--- src/rtl/spram_ctrl_pkg.sv ---
// Shared types and helpers for the iCE40UP SPRAM sequencer.
package spram_ctrl_pkg;

   localparam int SPRAM_AW     = 14;
   localparam int SPRAM_DW     = 16;
   localparam int SPRAM_MASK_W = 4;

   typedef enum logic [2:0] {
      PWR_ACTIVE  = 3'd0,
      PWR_STANDBY = 3'd1,
      PWR_SLEEP   = 3'd2,
      PWR_WAKE    = 3'd3,
      PWR_OFF     = 3'd4
   } pwr_state_e;

   // The macro masks nibbles; each byte enable covers two of them.
   function automatic logic [SPRAM_MASK_W-1:0] be_to_mask(input logic [1:0] be);
      return {be[1], be[1], be[0], be[0]};
   endfunction

endpackage

--- src/rtl/spram_pwr_fsm.sv ---
// Idle-driven power sequencer for the SPRAM macro (STANDBY/SLEEP/WAKE).
// SPRAM_CTRL_POWEROFF_EN adds the OFF state and the pwroff_req handshake.
//
// state   | meaning
// ACTIVE  | macro accessible, idle timer running while nothing is issued
// STANDBY | ram_standby=1, any request returns to ACTIVE in one cycle
// SLEEP   | ram_standby=1 and ram_sleep=1, request starts WAKE
// WAKE    | ram_sleep released, wait for macro recovery before ACTIVE
// OFF     | macro power removed, requests ignored until pwroff_req drops
module spram_pwr_fsm
   import spram_ctrl_pkg::*;
#(
   parameter int STBY_IDLE_CYCLES  = 16,
   parameter int SLEEP_IDLE_CYCLES = 256,
   parameter int WAKE_CYCLES       = 4,
   parameter int CNT_W             = 10
) (
   input  logic       clk,
   input  logic       resetn,
   input  logic       req_valid,
   input  logic       accept,
   input  logic       busy,
`ifdef SPRAM_CTRL_POWEROFF_EN
   input  logic       pwroff_req,
   output logic       pwroff_active,
`endif
   output logic       accessible,
   output logic       ram_standby,
   output logic       ram_sleep,
   output logic       ram_poweroff,
   output logic [1:0] pwr_state
);

   localparam logic [CNT_W-1:0] STBY_LOAD  = CNT_W'(STBY_IDLE_CYCLES - 1);
   localparam logic [CNT_W-1:0] SLEEP_LOAD = CNT_W'(SLEEP_IDLE_CYCLES - 1);
   localparam logic [CNT_W-1:0] WAKE_LOAD  = CNT_W'(WAKE_CYCLES - 1);

   pwr_state_e       state_q, state_d;
   logic [CNT_W-1:0] idle_q, idle_d;
   logic [CNT_W-1:0] wake_q, wake_d;
   logic             accessible_q, accessible_d;
   logic             standby_q, standby_d;
   logic             sleep_q, sleep_d;

   // Timers count down; a value of LOAD corresponds to zero elapsed cycles.
   always_comb begin
      state_d = state_q;
      idle_d  = idle_q;
      wake_d  = wake_q;
      case (state_q)
         PWR_ACTIVE: begin
            if (accept || busy) begin
               idle_d = STBY_LOAD;
            end else if (idle_q == '0) begin
               state_d = PWR_STANDBY;
               idle_d  = SLEEP_LOAD;
            end else begin
               idle_d = idle_q - 1'b1;
            end
         end
         PWR_STANDBY: begin
            if (req_valid) begin
               state_d = PWR_ACTIVE;
               idle_d  = STBY_LOAD;
            end else if (idle_q == '0) begin
               state_d = PWR_SLEEP;
            end else begin
               idle_d = idle_q - 1'b1;
            end
         end
         PWR_SLEEP: begin
`ifdef SPRAM_CTRL_POWEROFF_EN
            if (pwroff_req) begin
               state_d = PWR_OFF;
            end else
`endif
            if (req_valid) begin
               state_d = PWR_WAKE;
               wake_d  = WAKE_LOAD;
            end
         end
         PWR_WAKE: begin
            if (wake_q == '0) begin
               state_d = PWR_ACTIVE;
               idle_d  = STBY_LOAD;
            end else begin
               wake_d = wake_q - 1'b1;
            end
         end
`ifdef SPRAM_CTRL_POWEROFF_EN
         PWR_OFF: begin
            if (!pwroff_req) begin
               state_d = PWR_WAKE;
               wake_d  = CNT_W'(2 * WAKE_CYCLES - 1);
            end
         end
`endif
         default: state_d = PWR_ACTIVE;
      endcase

      accessible_d = (state_d == PWR_ACTIVE);
      standby_d    = (state_d != PWR_ACTIVE);
      sleep_d      = (state_d == PWR_SLEEP) || (state_d == PWR_OFF);
   end

   always_ff @(posedge clk or negedge resetn) begin
      if (!resetn) begin
         state_q      <= PWR_ACTIVE;
         idle_q       <= STBY_LOAD;
         wake_q       <= '0;
         accessible_q <= 1'b0;
         standby_q    <= 1'b0;
         sleep_q      <= 1'b0;
      end else begin
         state_q      <= state_d;
         idle_q       <= idle_d;
         wake_q       <= wake_d;
         accessible_q <= accessible_d;
         standby_q    <= standby_d;
         sleep_q      <= sleep_d;
      end
   end

`ifdef SPRAM_CTRL_POWEROFF_EN
   logic poweroff_q, poweroff_d;

   assign poweroff_d = (state_d != PWR_OFF);

   always_ff @(posedge clk or negedge resetn) begin
      if (!resetn) begin
         poweroff_q <= 1'b1;
      end else begin
         poweroff_q <= poweroff_d;
      end
   end

   assign ram_poweroff  = poweroff_q;
   assign pwroff_active = (state_q == PWR_OFF);
`else
   assign ram_poweroff = 1'b1;
`endif

   always_comb begin
      case (state_q)
         PWR_ACTIVE:  pwr_state = 2'd0;
         PWR_STANDBY: pwr_state = 2'd1;
         PWR_SLEEP:   pwr_state = 2'd2;
         PWR_WAKE:    pwr_state = 2'd3;
         default:     pwr_state = 2'd2;
      endcase
   end

   assign accessible  = accessible_q;
   assign ram_standby = standby_q;
   assign ram_sleep   = sleep_q;

endmodule

--- src/rtl/spram_ctrl.sv ---
// Request sequencer in front of one iCE40UP 16Kx16 SPRAM with idle power management.
// Defining SPRAM_CTRL_POWEROFF_EN adds pwroff_req/pwroff_active and the OFF state.
module spram_ctrl
   import spram_ctrl_pkg::*;
#(
   parameter int STBY_IDLE_CYCLES  = 16,
   parameter int SLEEP_IDLE_CYCLES = 256,
   parameter int WAKE_CYCLES       = 4,
   parameter int CNT_W             = 10
) (
   input  logic                    clk,
   input  logic                    resetn,
   input  logic                    req_valid,
   output logic                    req_ready,
   input  logic                    req_write,
   input  logic [SPRAM_AW-1:0]     req_addr,
   input  logic [SPRAM_DW-1:0]     req_wdata,
   input  logic [1:0]              req_be,
   output logic                    rsp_valid,
   output logic [SPRAM_DW-1:0]     rsp_data,
   output logic [SPRAM_AW-1:0]     ram_address,
   output logic [SPRAM_DW-1:0]     ram_datain,
   output logic [SPRAM_MASK_W-1:0] ram_maskwren,
   output logic                    ram_wren,
   output logic                    ram_chipselect,
   output logic                    ram_standby,
   output logic                    ram_sleep,
   output logic                    ram_poweroff,
   input  logic [SPRAM_DW-1:0]     ram_dataout,
`ifdef SPRAM_CTRL_POWEROFF_EN
   input  logic                    pwroff_req,
   output logic                    pwroff_active,
`endif
   output logic [1:0]              pwr_state
);

   logic                    accept;
   logic                    accessible;
   logic                    cs_q, cs_d;
   logic                    wren_q, wren_d;
   logic [SPRAM_AW-1:0]     addr_q, addr_d;
   logic [SPRAM_DW-1:0]     datain_q, datain_d;
   logic [SPRAM_MASK_W-1:0] mask_q, mask_d;
   logic                    rd_pend_q, rd_pend_d;
   logic                    rsp_valid_q, rsp_valid_d;
   logic [SPRAM_DW-1:0]     rsp_hold_q, rsp_hold_d;

   assign accept = req_valid && accessible;

   always_comb begin
      cs_d        = accept;
      wren_d      = accept && req_write;
      addr_d      = addr_q;
      datain_d    = datain_q;
      mask_d      = '0;
      rd_pend_d   = accept && !req_write;
      rsp_valid_d = rd_pend_q;
      rsp_hold_d  = rsp_hold_q;
      if (accept) begin
         addr_d   = req_addr;
         datain_d = req_wdata;
         mask_d   = be_to_mask(req_be);
      end
      if (rsp_valid_q) begin
         rsp_hold_d = ram_dataout;
      end
   end

   always_ff @(posedge clk or negedge resetn) begin
      if (!resetn) begin
         cs_q        <= 1'b0;
         wren_q      <= 1'b0;
         addr_q      <= '0;
         datain_q    <= '0;
         mask_q      <= '0;
         rd_pend_q   <= 1'b0;
         rsp_valid_q <= 1'b0;
         rsp_hold_q  <= '0;
      end else begin
         cs_q        <= cs_d;
         wren_q      <= wren_d;
         addr_q      <= addr_d;
         datain_q    <= datain_d;
         mask_q      <= mask_d;
         rd_pend_q   <= rd_pend_d;
         rsp_valid_q <= rsp_valid_d;
         rsp_hold_q  <= rsp_hold_d;
      end
   end

   // DATAOUT is only valid the cycle after the macro read; capture it then and hold.
   assign rsp_data       = rsp_valid_q ? ram_dataout : rsp_hold_q;
   assign rsp_valid      = rsp_valid_q;
   assign req_ready      = accessible;
   assign ram_chipselect = cs_q;
   assign ram_wren       = wren_q;
   assign ram_address    = addr_q;
   assign ram_datain     = datain_q;
   assign ram_maskwren   = mask_q;

   spram_pwr_fsm #(
      .STBY_IDLE_CYCLES  (STBY_IDLE_CYCLES),
      .SLEEP_IDLE_CYCLES (SLEEP_IDLE_CYCLES),
      .WAKE_CYCLES       (WAKE_CYCLES),
      .CNT_W             (CNT_W)
   ) u_pwr_fsm (
      .clk           (clk),
      .resetn        (resetn),
      .req_valid     (req_valid),
      .accept        (accept),
      .busy          (cs_q),
`ifdef SPRAM_CTRL_POWEROFF_EN
      .pwroff_req    (pwroff_req),
      .pwroff_active (pwroff_active),
`endif
      .accessible    (accessible),
      .ram_standby   (ram_standby),
      .ram_sleep     (ram_sleep),
      .ram_poweroff  (ram_poweroff),
      .pwr_state     (pwr_state)
   );

endmodule

--- config.mk ---
export PLATFORM = sky130hd
export DESIGN_NAME = spram_ctrl
export DESIGN_NICKNAME = d
export VERILOG_FILES = /design/src/rtl/spram_ctrl_pkg.sv /design/src/rtl/spram_pwr_fsm.sv /design/src/rtl/spram_ctrl.sv
export SDC_FILE = /design/constraint.sdc
export NUM_CORES = 1
export LEC_CHECK = 0
export BUFFER_PORTS_ARGS = -buffer_cell sky130_fd_sc_hd__buf_2
export CORE_ASPECT_RATIO = 0.8
export CORE_MARGIN = 5
export CORE_UTILIZATION = 50
export DETAILED_ROUTE_END_ITERATION = 10
export PLACE_DENSITY_LB_ADDON = 0.05
export SYNTH_ARGS = -nofsm -noshare
export SYNTH_HDL_FRONTEND = slang
export SYNTH_SLANG_ARGS = --single-unit
--- constraint.sdc ---
create_clock -name clk -period 2.63 [get_ports clk]
set_input_delay 0.1315 -clock clk [delete_from_list [all_inputs] [get_ports clk]]
set_output_delay 0.1315 -clock clk [all_outputs]
set_load 0.05 [all_outputs]
==> run summary, run 1 <==
Status = finished, final reports clean
Post-CTS Setup Repair Bufs = 0
Layout Area Growth over Synthesis = 29.75%
Detail Route Antenna Nets = 0
Wire length per cell = 16.12 um
Worst VDD drop = 0.4656 mV
WP buf/inv = 2
H-Tree Depth = 3
Mean post-synth cell area = 13.11 um2
1st-pass router iterations = 4
Initial antenna violation count = 0
Ratio of cells with drive above 1 in the final layout = 49.09%
Max-slew violation count = 0
Commonest non-fill, non-tap cell in the layout = buf_2
ANT cells = 0
Crit path cell chain = inv_1 > ha_1 > or4b_2 > o41ai_4 > buf_4 > o21ai_0 > a32o_1
Vias post-DR = 2457
Req. time, crit path = 2.85 ns
Initial Util = 52.10%
Final Hold Vio Count = 0
Initial DRC Count = 56
Setup violations, final = 0
Gr ovfl total = 0
Startpoint types = flip-flop
WP depth = 7
Gr usage total = 18.92%
Yosys warnings = 0
RSZ-0062 raised after global routing = false
Reg2Reg Setup Slack = 0.21 ns
Non-Filler Instances = 469
Clock root cell = clkbuf_8
CTS Sinks = 78
Fin crit period = 2.419 ns
Layout Skew = 0.009332 ns
FMAX = 0.4134 GHz
CP max stage cell = or4b_2
First-pass GRT wire length = 12590 um
Vias in the first global route = 2519
Asr flop ratio synth = 100.0%
Slew Limit Headroom = 36.22%
Clock slew seen by the registers of the worst setup and hold paths = 0.08 ns
Cell family with most CP delay = simple AND/OR/NAND/NOR gates
Crit Path Max Fanout = 12
Worst Path Class, Setup = reg -> reg
DRC viols = 0
Post-synth cell types = 51
CORE AREA = 6441 um2
CTS tree = yes
Hold path cells = 2
Setup TNS = 0 ns
Placer Congestion = 0.8049
CTS Buffer Depth = 2
Die ar. = 8460 um2
Final wirelength = 7558 um
Part of the Yosys area used for sequential elements = 58.31%
Pleak = 0.002035 uW
Worst path max stage delay = 0.72 ns
Gate count after technology mapping = 256
Die Wd = 101.6 um
Tcrit/Tclk final = 91.98%
Register bit total from synthesis = 78
CP endpoint kind = flip-flop
Die Height = 83.28 um
Clk Latency, worst-skew pair = 0.34 ns
Synth Flop Type = dfrtp_1
Vias/cell = 5.239
Max Cap Viol = 0
Final Net Count = 434
I/O pin cnt = 111
Post-synth EDFFs = 0
Worst-Margin Slew = 0.9567 ns
Most frequent cells in the layout = 108 x buf_2, 74 x dfrtp_1, 46 x mux2_2
R2R cell count = 7
HP Class = in -> reg
Num CTS Buffers = 9
Worst Path Arrival = 2.64 ns
Hpwl dp = 5409 um
Pin count of the biggest net entering global routing = 79
Std-Cell Rows = 26
I/O Buffers = 109
PD cells = 724.7 nW/um2
Syn_nets = 310
Post-Place Cells = 440
Mapped Area = 3356 um2
[through the flow]
step / hold WS, ns / power [uW] / setup WS [ns] / utilization (%) / instance area [um2]
4_1_cts: 0.0009059 / 3207 / 0.2170 / 67.44 / 4344
2_1_floorplan: -0.1641 / 1884 / 0.3438 / - / 3356
5_1_grt: 0.0001484 / 3313 / 0.1031 / 67.60 / 4354
6_report: 0.02605 / 3156 / 0.2110 / 67.60 / 4354
3_3_place_gp: 0.2979 / 2060 / 0.3018 / 61.64 / 3970
3_5_place_dp: 0.3073 / 2077 / 0.2352 / 61.64 / 3970
[worst paths after layout]
check                                         start                  end
worst max-delay path            u_pwr_fsm.wake_q[0]  u_pwr_fsm.idle_q[6]
worst min-delay path                   req_wdata[5]        ram_datain[5]
worst max register to register  u_pwr_fsm.wake_q[0]  u_pwr_fsm.idle_q[6]
worst min register to register            rd_pend_q            rsp_valid
max in group asynchronous                    resetn      ram_address[11]
min in group asynchronous                    resetn  u_pwr_fsm.wake_q[6]
[area by class of cell]
class                           count  area [um2]
Multi-Input combinational cell    158        1300
Clock buffer                       10       137.6
Sequential cell                    78        1957
Inverter                            6       22.52
Tap cell                           84       105.1
Clock inverter                      6       116.4
Fill cell                         513        2087
Timing Repair Buffer              127       715.7
[Yosys cell counts (all sizes together) (2+ instances only)]
master	count	area, um2
or4b	3	30.03
o21ai	9	45.04
o211ai	3	22.52
and3	4	25.02
o21a	6	45.04
mux2i	4	40.04
nand3	6	30.03
and2	2	15.02
mux2	46	518.0
or3	6	37.54
ha	2	25.02
o31ai	3	36.28
nor2	7	26.28
a21oi	10	50.05
nor4	3	18.77
conb	2	7.510
dfrtp	74	1852
nand4	2	12.51
o221a	3	33.78
inv	6	22.52
nor3	6	30.03
nand2	4	15.01
or4	7	56.30
dfstp	4	105.1
buf	8	53.80
clkbuf	6	22.52
nand2b	3	18.77
nor4b	2	17.52
[flip-flops by register name, summed over array words and instances, names as in the netlist]
name / count
u_pwr_fsm.wake_q: 10
u_pwr_fsm.ram_standby: 1
ram_datain: 16
ram_address: 14
u_pwr_fsm.ram_sleep: 1
rsp_hold_q: 16
u_pwr_fsm.state_q: 3
ram_maskwren: 2
rsp_valid: 1
rd_pend_q: 1
u_pwr_fsm.accessible: 1
u_pwr_fsm.idle_q: 10
ram_wren: 1
ram_chipselect: 1
[repair_timing]
action | 4_1_cts | 5_1_grt
hold buffers | 12 | 1
gates resized for setup | 0 | 0
endpoints found under the setup margin | 0 | 0
endpoints found under the hold margin | 85 | 1
[metal layers]
layer	up-vias	routed length, um	GRT usage (%)
met1	1183	3170	24.61
li1	1190	-	-
met3	5	630	7.370
met4	0	33	4.348
met5	-	0	0
met2	79	3724	29.81
[logic make-up after synthesis]
group                      Yosys count  share of synthesized area [%]
muxes                               50                          16.63
other                                2                         0.2238
AOI/OAI and AO/OA                   44                          10.14
and+or+nand+nor                     60                          11.00
buffers and inverters               20                          2.945
adders and majority gates            2                         0.7456
DFF                                 78                          58.31
[power breakdown]
group / internal [uW] / leakage [uW] / switching (uW)
clock network: 665 / 0.000127 / 431
registers: 1310 / 0.000920 / 62.8
logic: 203 / 0.000987 / 484
total: 2180 / 0.00203 / 978
Power figures use the tool's default switching activity.
==> run 2: changes to the inputs <==
--- a/config.mk
+++ b/config.mk
@@ -8,9 +8,11 @@
 export BUFFER_PORTS_ARGS = -buffer_cell sky130_fd_sc_hd__buf_2
 export CORE_ASPECT_RATIO = 0.8
 export CORE_MARGIN = 5
-export CORE_UTILIZATION = 50
+export CORE_UTILIZATION = 51
 export DETAILED_ROUTE_END_ITERATION = 10
+export HOLD_SLACK_MARGIN = 0.02
 export PLACE_DENSITY_LB_ADDON = 0.05
 export SYNTH_ARGS = -nofsm -noshare
 export SYNTH_HDL_FRONTEND = slang
+export SYNTH_HIERARCHICAL = 1
 export SYNTH_SLANG_ARGS = --single-unit
==> run 2 against run 1 <==
Maximum frequency grew 18%. Worst hold slack improved by 0.0056 ns. Largest power group unchanged. Area after synthesis rose by 3.7%. Combinational power increased by 8.9%. Die area rose by 1.5%. Clock power fell by 14%. Wire length up 5.5%. Sequential share of layout area is 2.7 points lower. Sequential power about the same. Clock skew increased by 0.00098 ns.
==> run summary, run 2 <==
WP buf/inv = 1
Worst R2R End = u_pwr_fsm/accessible
FF-to-FF Start = u_pwr_fsm/idle_q[1]
RSZ-0062 raised after global routing = false
Top-count cell post-synth = dfrtp_1
CP endpoint kind = flip-flop
Worst-Margin Slew = 0.9493 ns
Clock slew seen by the registers of the worst setup and hold paths = 0.08 ns
Detail Route Antenna Nets = 0
PD cells = 661.4 nW/um2
Placer Congestion = 0.8221
Slew Limit Headroom = 36.71%
Setup violations, final = 0
CTS tree = yes
Clock power frac = 31.0%
Fillers = 506
Wire length per cell = 15.92 um
Ratio of cells with drive above 1 in the final layout = 44.93%
R2R cell count = 7
Std-Cell Rows = 27
Initial DRC Count = 85
Hpwl dp = 5395 um
FMAX = 0.4879 GHz
Synth area leaders = dfrtp_1 53%, mux2_4 12%, mux2_2 5.8%
DRC viols = 0
P_sw = 980.2 uW
Die Wd = 102.4 um
Clk Latency, worst-skew pair = 0.34 ns
Max-slew violation count = 0
I/O Buffers = 109
Reg2Reg Setup Slack = 0.58 ns
Simple-Gate Fraction of Synth Area = 12.59%
Final Net Count = 464
Tcrit/Tclk final = 77.93%
Startpoint types = flip-flop
Vias post-DR = 2533
Xor and xnor fraction of the mapped netlist area = 1.510%
Layout Skew = 0.01031 ns
WHS = 0.03161 ns
Compound-Gate Fraction of Synth Area = 7.228%
Initial antenna violation count = 0
Synth Flop Type = dfrtp_1
Die ar. = 8585 um2
Crit Path Max Fanout = 6
Layout Area Growth over Synthesis = 33.15%
Clock root cell = clkbuf_8
Placement Cell Area = 4053 um2
Mapped Area = 3480 um2
Comb pwr share = 24.4%
H-Tree Depth = 3
Register bit total from synthesis = 78
Worst path max stage delay = 0.43 ns
Post-route cell area = 4633 um2
Pleak = 0.002294 uW
CTS Buffer Depth = 2
Final Hold Vio Count = 0
Yosys warnings = 6
Top cells by instance count after synthesis = 74 x dfrtp_1, 28 x mux2_4, 21 x nor2_1, 18 x mux2_2
CP Capture Point = u_pwr_fsm/accessible
Die Height = 83.88 um
Reg power frac = 44.6%
HP Class = in -> reg
Gate count after technology mapping = 264
Asr flop ratio synth = 100.0%
ANT cells = 0
Crit path cell chain = inv_1 > ha_1 > nor4b_2 > nand3b_2 > or4_1 > a21o_1 > nor2b_4
Gr usage total = 19.17%
Post-synth cell types = 55
Status = finished, final reports clean
1st-pass router iterations = 4
CP max stage cell = or4_1
Part of the Yosys area used for sequential elements = 56.24%
Num CTS Buffers = 9
Setup TNS = 0 ns
Post-synthesis adder-cell area fraction = 0.7192%
Total power = 3064 uW
Post-CTS Setup Repair Bufs = 0
Pint = 2084 uW
Worst Path Class, Setup = reg -> reg
CP Launch Point = u_pwr_fsm/idle_q[1]
CORE AREA = 6756 um2
Initial Util = 51.50%
WP depth = 7
Gr ovfl total = 0
Vias in the first global route = 2640
Main combinational cell family by area after synthesis = multiplexers
Commonest non-fill, non-tap cell in the layout = buf_2
Hold path cells = 2
Worst Path Arrival = 2.29 ns
Cell family with most CP delay = simple AND/OR/NAND/NOR gates
Mux cell area share after synthesis = 17.91%
Req. time, crit path = 2.87 ns
Pin count of the biggest net entering global routing = 79
Fin crit period = 2.050 ns
I/O pin cnt = 111
Final wirelength = 7977 um
Yosys top cell area share = 53.22%
Vias/cell = 5.056
Switch share = 31.99%
Most frequent cells in the layout = 108 x buf_2, 74 x dfrtp_1, 37 x dlygate4sd3_1
Post-synth EDFFs = 0
Syn_nets = 318
Max Cap Viol = 0
Mean post-synth cell area = 13.18 um2
CTS Sinks = 78
Worst VDD drop = 0.4701 mV
Synth area leader = dfrtp_1
First-pass GRT wire length = 12920 um
-- run 2: cell count changes after synthesis, moves of 4 or more --
cell / change
o21a_1: -5
mux2i_1: -4
or3_1: -5
nand2_1: +5
mux2_2: -28
mux2_4: +28
nor2_1: +14
-- run 2: power groups by stage --
stage                     combinational [uW]  sequential (uW)  clock (uW)
after detailed placement                 704             1390           0
after CTS                                748             1370         983
after global placement                   699             1380           0
final                                    749             1370         949
after global routing                     789             1380        1040
after floorplan                          344             1560           0
-- run 2: routing by layer --
metal	up-vias	routed length [um]	GRT usage [%]
met5	-	0	0
met4	0	89	4.887
met3	14	585	5.597
met2	80	3776	30.74
met1	1209	3525	25.45
li1	1230	-	-
-- run 2: final cells by class --
cell class	count	area (um2)	share of cell area (%)
Sequential cell	78	1957	42.24
Multi-Input combinational cell	165	1398	30.16
Timing Repair Buffer	147	925.9	19.98
Clock buffer	9	123.9	2.674
Tap cell	87	108.9	2.349
Clock inverter	6	86.33	1.863
Inverter	9	33.78	0.7291
-- run 2: worst min-delay path by stage --
stage,endpoint,start
final,rsp_hold_q[2],ram_dataout[2]
after global routing,rsp_hold_q[2],ram_dataout[2]
after CTS,rsp_hold_q[13],ram_dataout[13]
after detailed placement,rd_pend_q,req_write
after global placement,rd_pend_q,req_write
after floorplan,ram_address[0],resetn
-- run 2: cells by family after synthesis --
family                     Yosys count
buffers and inverters               21
other                                2
adders and majority gates            2
AOI/OAI and AO/OA                   37
DFF                                 78
and+or+nand+nor                     72
muxes                               46
xor gates and xnor gates             6
-- run 2: timing repair --
item                                   CTS  global route
hold buffers                            35             2
gates resized for setup                  0             0
endpoints found under the hold margin  108             2
-- run 2: through the flow --
stage / worst slack, ns / util [%] / instances
after floorplan: 0.5599 / - / 264
after global placement: 0.6623 / 59.98 / 449
after detailed placement: 0.6137 / 59.98 / 449
after CTS: 0.5747 / 68.28 / 499
after global routing: 0.3695 / 68.57 / 501
final: 0.5805 / 68.57 / 501
